**src/rtl/pzcorebus_csrbus_request_scheduler.sv**
```systemverilog
// pzcorebus_csrbus_request_scheduler
//   Round-robin scheduler that funnels N requester CSR command ports onto a
//   single master command port and routes master responses back by ID.
//   Non-posted commands (reads and non-posted writes) are tracked per
//   requester and throttled at MAX_OUTSTANDING; posted commands are never
//   throttled.
//
// Ports
//   i_clk, i_rst_n               clock, asynchronous active-low reset
//   i_mcmd_valid/i_mcmd/i_maddr/i_mdata   per-requester command inputs
//   o_scmd_accept                per-requester command accept
//   o_sresp_valid/o_serror/o_sdata        per-requester response outputs
//   i_mresp_accept               per-requester response accept
//   o_mcmd_valid/i_scmd_accept/o_mcmd/o_mid/o_maddr/o_mdata  master command
//   i_sresp_valid/o_mresp_accept/i_sid/i_serror/i_sdata      master response
//   o_idle                       no non-posted command outstanding
//   o_protocol_error             sticky: response with unknown/idle ID seen
module pzcorebus_csrbus_request_scheduler #(
  parameter int N_REQUESTERS    = 4,
  parameter int ID_WIDTH        = 8,
  parameter int ADDRESS_WIDTH   = 16,
  parameter int DATA_WIDTH      = 32,
  parameter int MAX_OUTSTANDING = 4
)(
  input  logic                                     i_clk,
  input  logic                                     i_rst_n,
  input  logic [N_REQUESTERS-1:0]                  i_mcmd_valid,
  input  logic [N_REQUESTERS-1:0][1:0]             i_mcmd,
  input  logic [N_REQUESTERS-1:0][ADDRESS_WIDTH-1:0] i_maddr,
  input  logic [N_REQUESTERS-1:0][DATA_WIDTH-1:0]  i_mdata,
  output logic [N_REQUESTERS-1:0]                  o_scmd_accept,
  output logic [N_REQUESTERS-1:0]                  o_sresp_valid,
  output logic [N_REQUESTERS-1:0]                  o_serror,
  output logic [N_REQUESTERS-1:0][DATA_WIDTH-1:0]  o_sdata,
  input  logic [N_REQUESTERS-1:0]                  i_mresp_accept,
  output logic                                     o_mcmd_valid,
  input  logic                                     i_scmd_accept,
  output logic [1:0]                               o_mcmd,
  output logic [ID_WIDTH-1:0]                      o_mid,
  output logic [ADDRESS_WIDTH-1:0]                 o_maddr,
  output logic [DATA_WIDTH-1:0]                    o_mdata,
  input  logic                                     i_sresp_valid,
  output logic                                     o_mresp_accept,
  input  logic [ID_WIDTH-1:0]                      i_sid,
  input  logic                                     i_serror,
  input  logic [DATA_WIDTH-1:0]                    i_sdata,
  output logic                                     o_idle,
  output logic                                     o_protocol_error
);

  localparam int IDX_W = $clog2(N_REQUESTERS);
  localparam int CNT_W = $clog2(MAX_OUTSTANDING + 1);
  localparam logic [CNT_W-1:0] CNT_MAX = CNT_W'(MAX_OUTSTANDING);

  typedef enum logic {ST_ARB, ST_LOCK} state_t;

  state_t             state;
  logic [IDX_W-1:0]   ptr;
  logic [IDX_W-1:0]   lock_idx;
  logic [CNT_W-1:0]   outstanding [N_REQUESTERS];
  logic               protocol_error;

  logic [N_REQUESTERS-1:0] eligible;
  logic [N_REQUESTERS-1:0] nz;
  logic [N_REQUESTERS-1:0] sid_hit;
  logic [N_REQUESTERS-1:0] inc;
  logic [N_REQUESTERS-1:0] dec;
  logic                    hi_found, lo_found, gnt_found;
  logic [IDX_W-1:0]        hi_idx, lo_idx, gnt_idx;
  logic                    sel_valid;
  logic                    ack;
  logic                    sid_ok;
  logic                    resp_err;

  // Posted commands (type 2 and reserved type 3) share bit 1 set.
  always_comb begin
    for (int unsigned k = 0; k < N_REQUESTERS; k++) begin
      nz[k]       = (outstanding[k] != '0);
      eligible[k] = i_mcmd_valid[k] && (i_mcmd[k][1] || (outstanding[k] < CNT_MAX));
    end
  end

  // Round-robin: first eligible at or above the pointer, otherwise the first
  // eligible from index 0 (the wrapped part of the search).
  always_comb begin
    hi_found = 1'b0;
    hi_idx   = '0;
    lo_found = 1'b0;
    lo_idx   = '0;
    for (int unsigned k = 0; k < N_REQUESTERS; k++) begin
      if (eligible[k] && (IDX_W'(k) >= ptr) && !hi_found) begin
        hi_found = 1'b1;
        hi_idx   = IDX_W'(k);
      end
      if (eligible[k] && !lo_found) begin
        lo_found = 1'b1;
        lo_idx   = IDX_W'(k);
      end
    end
    if (state == ST_LOCK) begin
      gnt_found = 1'b1;
      gnt_idx   = lock_idx;
    end else begin
      gnt_found = hi_found || lo_found;
      gnt_idx   = hi_found ? hi_idx : lo_idx;
    end
  end

  // Command mux towards the master port.
  always_comb begin
    sel_valid     = 1'b0;
    o_mcmd        = '0;
    o_maddr       = '0;
    o_mdata       = '0;
    o_scmd_accept = '0;
    for (int unsigned k = 0; k < N_REQUESTERS; k++) begin
      if (gnt_idx == IDX_W'(k)) begin
        sel_valid        = i_mcmd_valid[k];
        o_mcmd           = i_mcmd[k];
        o_maddr          = i_maddr[k];
        o_mdata          = i_mdata[k];
        o_scmd_accept[k] = gnt_found && i_scmd_accept;
      end
    end
    o_mcmd_valid = gnt_found && sel_valid;
    o_mid        = ID_WIDTH'(gnt_idx);
    ack          = o_mcmd_valid && i_scmd_accept;
    for (int unsigned k = 0; k < N_REQUESTERS; k++) begin
      inc[k] = ack && (gnt_idx == IDX_W'(k)) && !o_mcmd[1];
    end
  end

  // Response routing; an ID that is out of range or has nothing outstanding
  // is swallowed (accepted, routed nowhere) and flagged.
  always_comb begin
    o_sresp_valid  = '0;
    o_serror       = '0;
    o_sdata        = '0;
    o_mresp_accept = 1'b1;
    sid_ok         = 1'b0;
    dec            = '0;
    for (int unsigned k = 0; k < N_REQUESTERS; k++) begin
      sid_hit[k] = (i_sid == ID_WIDTH'(k));
      if (sid_hit[k] && nz[k]) begin
        sid_ok           = 1'b1;
        o_sresp_valid[k] = i_sresp_valid;
        o_serror[k]      = i_serror;
        o_sdata[k]       = i_sdata;
        o_mresp_accept   = i_mresp_accept[k];
        dec[k]           = i_sresp_valid && i_mresp_accept[k];
      end
    end
    resp_err = i_sresp_valid && !sid_ok;
  end

  always_comb begin
    o_idle = ~|nz;
  end

  assign o_protocol_error = protocol_error;

  always_ff @(posedge i_clk or negedge i_rst_n) begin
    if (!i_rst_n) begin
      state          <= ST_ARB;
      ptr            <= '0;
      lock_idx       <= '0;
      protocol_error <= 1'b0;
      for (int unsigned k = 0; k < N_REQUESTERS; k++) begin
        outstanding[k] <= '0;
      end
    end else begin
      state    <= (o_mcmd_valid && !i_scmd_accept) ? ST_LOCK : ST_ARB;
      lock_idx <= gnt_idx;
      if (ack) begin
        ptr <= (gnt_idx == IDX_W'(N_REQUESTERS - 1)) ? '0 : gnt_idx + 1'b1;
      end
      if (resp_err) begin
        protocol_error <= 1'b1;
      end
      for (int unsigned k = 0; k < N_REQUESTERS; k++) begin
        if (inc[k] && !dec[k]) begin
          outstanding[k] <= outstanding[k] + 1'b1;
        end else if (dec[k] && !inc[k]) begin
          outstanding[k] <= outstanding[k] - 1'b1;
        end
      end
    end
  end

endmodule

```
**config.mk**
```make
export PLATFORM = sky130hd
export DESIGN_NAME = pzcorebus_csrbus_request_scheduler
export DESIGN_NICKNAME = d
export VERILOG_FILES = /design/src/rtl/pzcorebus_csrbus_request_scheduler.sv
export SDC_FILE = /design/constraint.sdc
export NUM_CORES = 1
export LEC_CHECK = 0
export CORE_AREA = 2 2 175 177
export DETAILED_ROUTE_END_ITERATION = 12
export DIE_AREA = 0 0 177 179
export GPL_ROUTABILITY_DRIVEN = 0
export GPL_TIMING_DRIVEN = 0
export PLACE_DENSITY = 0.52
export SETUP_SLACK_MARGIN = 0.05
export SYNTH_ARGS = -nofsm -noshare
export SYNTH_HDL_FRONTEND = slang
export SYNTH_SLANG_ARGS = --single-unit
```
**constraint.sdc**
```tcl
create_clock -name i_clk -period 10.1 [get_ports i_clk]
set_clock_uncertainty 0.2 [all_clocks]
set_input_delay 1.01 -clock i_clk [delete_from_list [all_inputs] [get_ports i_clk]]
set_output_delay 1.01 -clock i_clk [all_outputs]
set_load 0.02 [all_outputs]
```
==> results of run 1 <==
-- per-stage QoR --
step | worst slack [ns] | cell area, µm²
after floorplan | 5.399 | 4004
after global placement | 3.654 | 8984
after detailed placement | 3.698 | 8984
after CTS | 3.685 | 9072
after global routing | 3.438 | 9075
final | 3.761 | 9075
-- sequential cells by signal, summed over array words and instances, names as in the netlist --
register	flops
outstanding	12
lock_idx	2
o_protocol_error	1
ptr	2
state	1
-- kinds of logic after synthesis --
kind of cell	count (synthesis)
other	1
buffers and inverters	73
and+or+nand+nor	339
DFF	18
AOI/OAI and AO/OA	169
adders and majority gates	12
xor gates and xnor gates	12
muxes	5
-- power by group through the flow --
stage | combinational [mW] | sequential [mW] | clock, mW
after floorplan | 1.03 | 0.134 | 0
after global placement | 1.99 | 0.143 | 0
after detailed placement | 2.00 | 0.144 | 0
after CTS | 2.00 | 0.143 | 0.0925
after global routing | 2.11 | 0.151 | 0.0960
final | 1.95 | 0.142 | 0.0900
-- metal layers --
metal	up-vias	global-route usage
met4	0	0.04855
met3	30	0.04347
li1	3059	-
met5	-	0
met1	2806	0.1671
met2	310	0.3345
-- layout by cell type, fill, tap and decap left out, drive strengths merged, types with 6 or more instances in the layout --
cell,n
nand2,103
buf,15
o21ai,47
and2,112
inv,11
nor2b,6
nand3b,49
xor2,8
and3,35
clkbuf,51
ha,8
dfrtp,18
nand2b,8
clkdlybuf4s50,448
nor3,6
conb,6
a21oi,97
nor2,9
-- worst max path at each step --
stage	cells past startpoint	slack, ns	from	to
after global placement	12	3.65	i_mcmd[1]	o_maddr[7]
after global routing	12	3.44	i_mcmd[1]	o_maddr[7]
final	12	3.76	i_mcmd[1]	o_maddr[7]
after CTS	12	3.68	i_mcmd[1]	o_maddr[7]
after floorplan	14	5.40	i_mcmd[7]	outstanding[10]
after detailed placement	12	3.70	i_mcmd[1]	o_maddr[7]
-- worst max-delay path, delay by kind of cell --
kind                     cells  cell delay [ns]
adder cells (fa/ha/maj)      1             0.29
AO/OA/AOI/OAI                3             0.76
AND/OR/NAND/NOR              3             0.55
buffers and inverters        5             2.50
-- cell type report --
| type | instances | area, µm² |
|---|---|---|
| tap | 396 | 495.5 |
| sequential | 18 | 450.4 |
| antenna | 1 | 2.502 |
| inverter | 11 | 41.29 |
| clock buffer | 4 | 88.84 |
| timing repair buffer | 448 | 4484 |
| buffer | 62 | 265.3 |
| multi-input combinational | 543 | 3247 |
| fill | 3332 | 20950 |
==> results.sh, run 1 <==
export IMPL_wl_per_cell_um=19.24
export IMPL_final_core_util=0.3022
export IMPL_hold_end="o_protocol_error"
export IMPL_min_from="o_protocol_error"
export IMPL_grt_max_degree=19
export IMPL_cts_sinks=18
export IMPL_ys_types=54
export IMPL_numPortBuffers=448
export IMPL_io_pins=455
export IMPL_synth_common_cells="110 x and2_1, 103 x nand2_1, 97 x a21oi_1"
export IMPL_postSynthCellCount=629
export IMPL_core_area_um2=30030
export IMPL_power_leakage_nw=3.356
export IMPL_syn_to_final_growth_pct=127.7
export IMPL_wl_met2_um=15340
export IMPL_fin_setup_tns_ns=0
export IMPL_setup_worst_path_end_class="primary output"
export IMPL_critPathLaunchType="primary input"
export IMPL_reg2reg_from="outstanding[8]"
export IMPL_power_per_cell_area_nw_per_um2=240.9
export IMPL_vdd_drop_max_mv=0.1174
export IMPL_grtUsageTotal=0.1671
export IMPL_synthArstFlopShare=1.000
export IMPL_finalHoldViolCount=0
export IMPL_synthFlopType="dfrtp_1"
export IMPL_overflow=0
export IMPL_place_hpwl_um=25070
export IMPL_holdPathStages=2
export IMPL_rows=64
export IMPL_ctsHoldBuffers=0
export IMPL_synth_edf_count=0
export IMPL_combPwrFrac=0.894
export IMPL_cts_tree="done"
export IMPL_vias_per_cell=4.184
export IMPL_maxSlewViolCount=0
export IMPL_die_h_um=179
export IMPL_tightest_slew_ns=0.9022
export IMPL_drc=0
export IMPL_ys_seq_area_frac=0.1130
export IMPL_yosysMostFrequentCell="and2_1"
export IMPL_wl_met3_um=2439
export IMPL_drt_met1_wl_um=9958
export IMPL_finalNonFillerCells=1483
export IMPL_critPathKind="primary input to primary output"
export IMPL_cts_buffer_depth=2
export IMPL_synth_fa_ha_area_frac=0.04521
export IMPL_syn_area_um2=3985
export IMPL_start_util=0.1327
export IMPL_cts_htree_levels=1
export IMPL_synth_top_cell_area_share=0.1727
export IMPL_ys_warn_count=0
export IMPL_setup_violations_final=0
export IMPL_vias=6205
export IMPL_synth_top_family_by_area="simple AND/OR/NAND/NOR gates"
export IMPL_status="finished clean"
export IMPL_worstPathArrival_ns=5.13
export IMPL_grt_pass1_wl_um=39500
export IMPL_dp_cells=1478
export IMPL_r2r_cells=16
export IMPL_syn_area_per_cell_um2=6.336
export IMPL_worstSkewPairLatency_ns=0.25
export IMPL_synthMuxAreaShare=0.01507
export IMPL_cts_buffers=3
export IMPL_cp_max_fo=10
export IMPL_period_needed_ns=6.339
export IMPL_die_area_um2=31680
export IMPL_synth_simple_area_share=0.4838
export IMPL_postRouteAntennaNets=0
export IMPL_top_layer_used="met4"
export IMPL_cts_setup_buffers=0
export IMPL_switching_share=0.5563
export IMPL_rsz0062_at_grt="no"
export IMPL_drv_cap=0
export IMPL_reg2reg_slack_ns=5.73
export IMPL_die_w_um=177
export IMPL_fmax_mhz=157.7
export IMPL_relSlewSlack=0.3967
export IMPL_cp_slowest_stage_delay_ns=0.70
export IMPL_slowest_stage="clkdlybuf4s50_1"
export IMPL_synth_compound_area_share=0.2386
export IMPL_whs_ns=0.2983
export IMPL_nets=1352
export IMPL_cts_root_buf="clkbuf_16"
export IMPL_clk_pin_slew_worst_paths_ns=0.06
export IMPL_seqPwrFrac=0.065
export IMPL_cts_resized=0
export IMPL_total_power_mw=2.187
export IMPL_final_layout_size_suffix_gt1_frac=0.02947
export IMPL_synth_area_leaders="and2_1 17%, a21oi_1 12%, dfrtp_1 11%"
export IMPL_p_switching_mw=1.216
export IMPL_synth_xor_area_frac=0.02637
export IMPL_wl_um=28530
export IMPL_clkPwrFrac=0.041
export IMPL_grt_pass1_vias=6135
export IMPL_path_cells="clkdlybuf4s50_1, nand2b_1, a31oi_1, o311a_1, nand2b_1, ha_1, buf_2, clkbuf_1, clkbuf_1, nand2_1, o21ai_0, clkdlybuf4s50_1"
export IMPL_netlist_top_cell_by_area="and2_1"
export IMPL_cp_required_ns=8.89
export IMPL_drt_first_pass_iters=5
export IMPL_holdCritPathClass="flip-flop to flip-flop"
export IMPL_ys_ff_latch=18
export IMPL_drtIter0Drc=188
export IMPL_p_int_mw=0.9703
export IMPL_antenna_found_initial=1
export IMPL_min_period_over_period=0.6277
export IMPL_r2r_end="outstanding[5]"
Note: power is estimated with default switching activity, not from simulation.
==> run 2, diff against run 1 <==
PLACE_DENSITY = 0.54   (was 0.52)
clock period = 5.1 ns   (was 10.1 ns; I/O delays follow)
==> results.sh, run 2 (same netlist as run 1, synthesis figures left out) <==
export IMPL_status="finished clean"
export IMPL_nets=1352
export IMPL_cts_buffers=3
export IMPL_cts_buffer_depth=2
export IMPL_min_from="o_protocol_error"
export IMPL_wl_um=30170
export IMPL_postRouteAntennaNets=0
export IMPL_largest_reg_flops=12
export IMPL_drv_cap=0
export IMPL_drtIter0Drc=275
export IMPL_cp_required_ns=4.39
export IMPL_cp_max_fo=10
export IMPL_final_core_util=0.3043
export IMPL_grt_pass1_vias=6228
export IMPL_overflow=0
export IMPL_grtUsageTotal=0.1761
export IMPL_relSlewSlack=0.3853
export IMPL_antenna_found_initial=3
export IMPL_holdPathStages=2
export IMPL_cts_root_buf="clkbuf_16"
export IMPL_core_area_um2=30030
export IMPL_wl_per_cell_um=20.36
export IMPL_die_area_um2=31680
export IMPL_cts_htree_levels=1
export IMPL_finalNonFillerCells=1482
export IMPL_dp_cells=1478
export IMPL_ctsHoldBuffers=0
export IMPL_rows=64
export IMPL_finalHoldViolCount=0
export IMPL_power_per_cell_area_nw_per_um2=484.3
export IMPL_numPortBuffers=448
export IMPL_n_antenna_cell=0
export IMPL_syn_to_final_growth_pct=129.3
export IMPL_grt_pass1_wl_um=41340
export IMPL_largest_register="outstanding"
export IMPL_critPathKind="primary input to primary output"
export IMPL_rsz0062_at_grt="yes"
export IMPL_holdCritPathClass="flip-flop to flip-flop"
export IMPL_r2r_end="outstanding[11]"
export IMPL_start_util=0.1327
export IMPL_fin_ws_ns=0.1990
export IMPL_die_w_um=177
export IMPL_vias_per_cell=4.302
export IMPL_cts_sinks=18
export IMPL_vdd_drop_max_mv=0.2557
export IMPL_period_needed_ns=4.901
export IMPL_fmax_mhz=204.0
export IMPL_critPathLaunchType="primary input"
export IMPL_hold_end="o_protocol_error"
export IMPL_reg2reg_slack_ns=0.84
export IMPL_place_ws_ns=-0.4362
export IMPL_cts_setup_buffers=0
export IMPL_power_leakage_nw=3.534
export IMPL_total_power_mw=4.425
export IMPL_die_h_um=179
export IMPL_cts_tree="done"
export IMPL_drc=0
export IMPL_vias=6376
export IMPL_cts_resized=22
export IMPL_maxSlewViolCount=0
export IMPL_final_cell_mix="436 x clkdlybuf4s50_1, 110 x and2_1, 103 x nand2_1"
export IMPL_worstPathArrival_ns=4.19
export IMPL_clk_pin_slew_worst_paths_ns=0.05
export IMPL_io_pins=455
export IMPL_setup_violations_final=0
export IMPL_largestRegisters="outstanding: 12 flops, lock_idx: 2 flops, ptr: 2 flops"
export IMPL_r2r_cells=16
export IMPL_worstSkewPairLatency_ns=0.25
export IMPL_reg2reg_from="outstanding[11]"
export IMPL_drt_first_pass_iters=7
export IMPL_setup_worst_path_end_class="primary output"
export IMPL_min_period_over_period=0.9610
export IMPL_grt_max_degree=19
export IMPL_tightest_slew_ns=0.9150
export IMPL_final_common_cell="clkdlybuf4s50_1"
export IMPL_final_layout_size_suffix_gt1_frac=0.04880
export IMPL_whs_ns=0.2886
export IMPL_place_hpwl_um=26070
run 2: critical path, cell delays in order:
cell             delay [ns]
clkdlybuf4s50_1        0.53
nand2b_1               0.20
a22oi_1                0.11
a311o_1                0.40
a32o_1                 0.35
ha_1                   0.27
clkbuf_2               0.23
clkbuf_2               0.32
a21oi_1                0.19
a21oi_1                0.06
o21ai_0                0.31
clkdlybuf4s50_1        0.70
run 2: through the flow:
step	area, µm²	setup TNS (ns)
2_1_floorplan	4004	0
3_3_place_gp	8984	-3.082
3_5_place_dp	8984	-3.937
4_1_cts	9094	0
5_1_grt	9136	-0.01613
6_report	9136	0
run 2: worst max path at each step:
stage	start	end	slack [ns]	depth (start not counted)
CTS	i_mcmd[1]	o_maddr[15]	0.05	12
floorplan	i_mcmd[7]	outstanding[10]	0.90	14
global placement	i_mcmd[1]	o_maddr[15]	-0.38	12
global route	i_mcmd[1]	o_mdata[24]	-0.01	13
detailed placement	i_mcmd[1]	o_maddr[15]	-0.44	12
finish	i_mcmd[1]	o_mcmd[0]	0.20	12
run 2: cell type report:
class | count | area (µm²)
Buffer | 62 | 297.8
Clock buffer | 4 | 88.84
Fill cell | 3351 | 20890
Inverter | 11 | 41.29
Multi-Input combinational cell | 543 | 3263
Sequential cell | 18 | 450.4
Tap cell | 396 | 495.5
Timing Repair Buffer | 448 | 4499
run 2: report_power, final:
| group | switching (mW) | internal [mW] |
|---|---|---|
| Sequential | 0.0718 | 0.211 |
| Combinational | 2.36 | 1.60 |
| Clock | 0.0594 | 0.120 |
run 2: layer usage:
layer	vias up	routed length, µm	global-route usage	share of wire
met5	-	35	0	0.0012
met4	6	562	0.03547	0.019
met3	31	2523	0.03944	0.084
met2	358	16290	0.3559	0.54
met1	2922	10760	0.1831	0.36
li1	3059	-	-	-
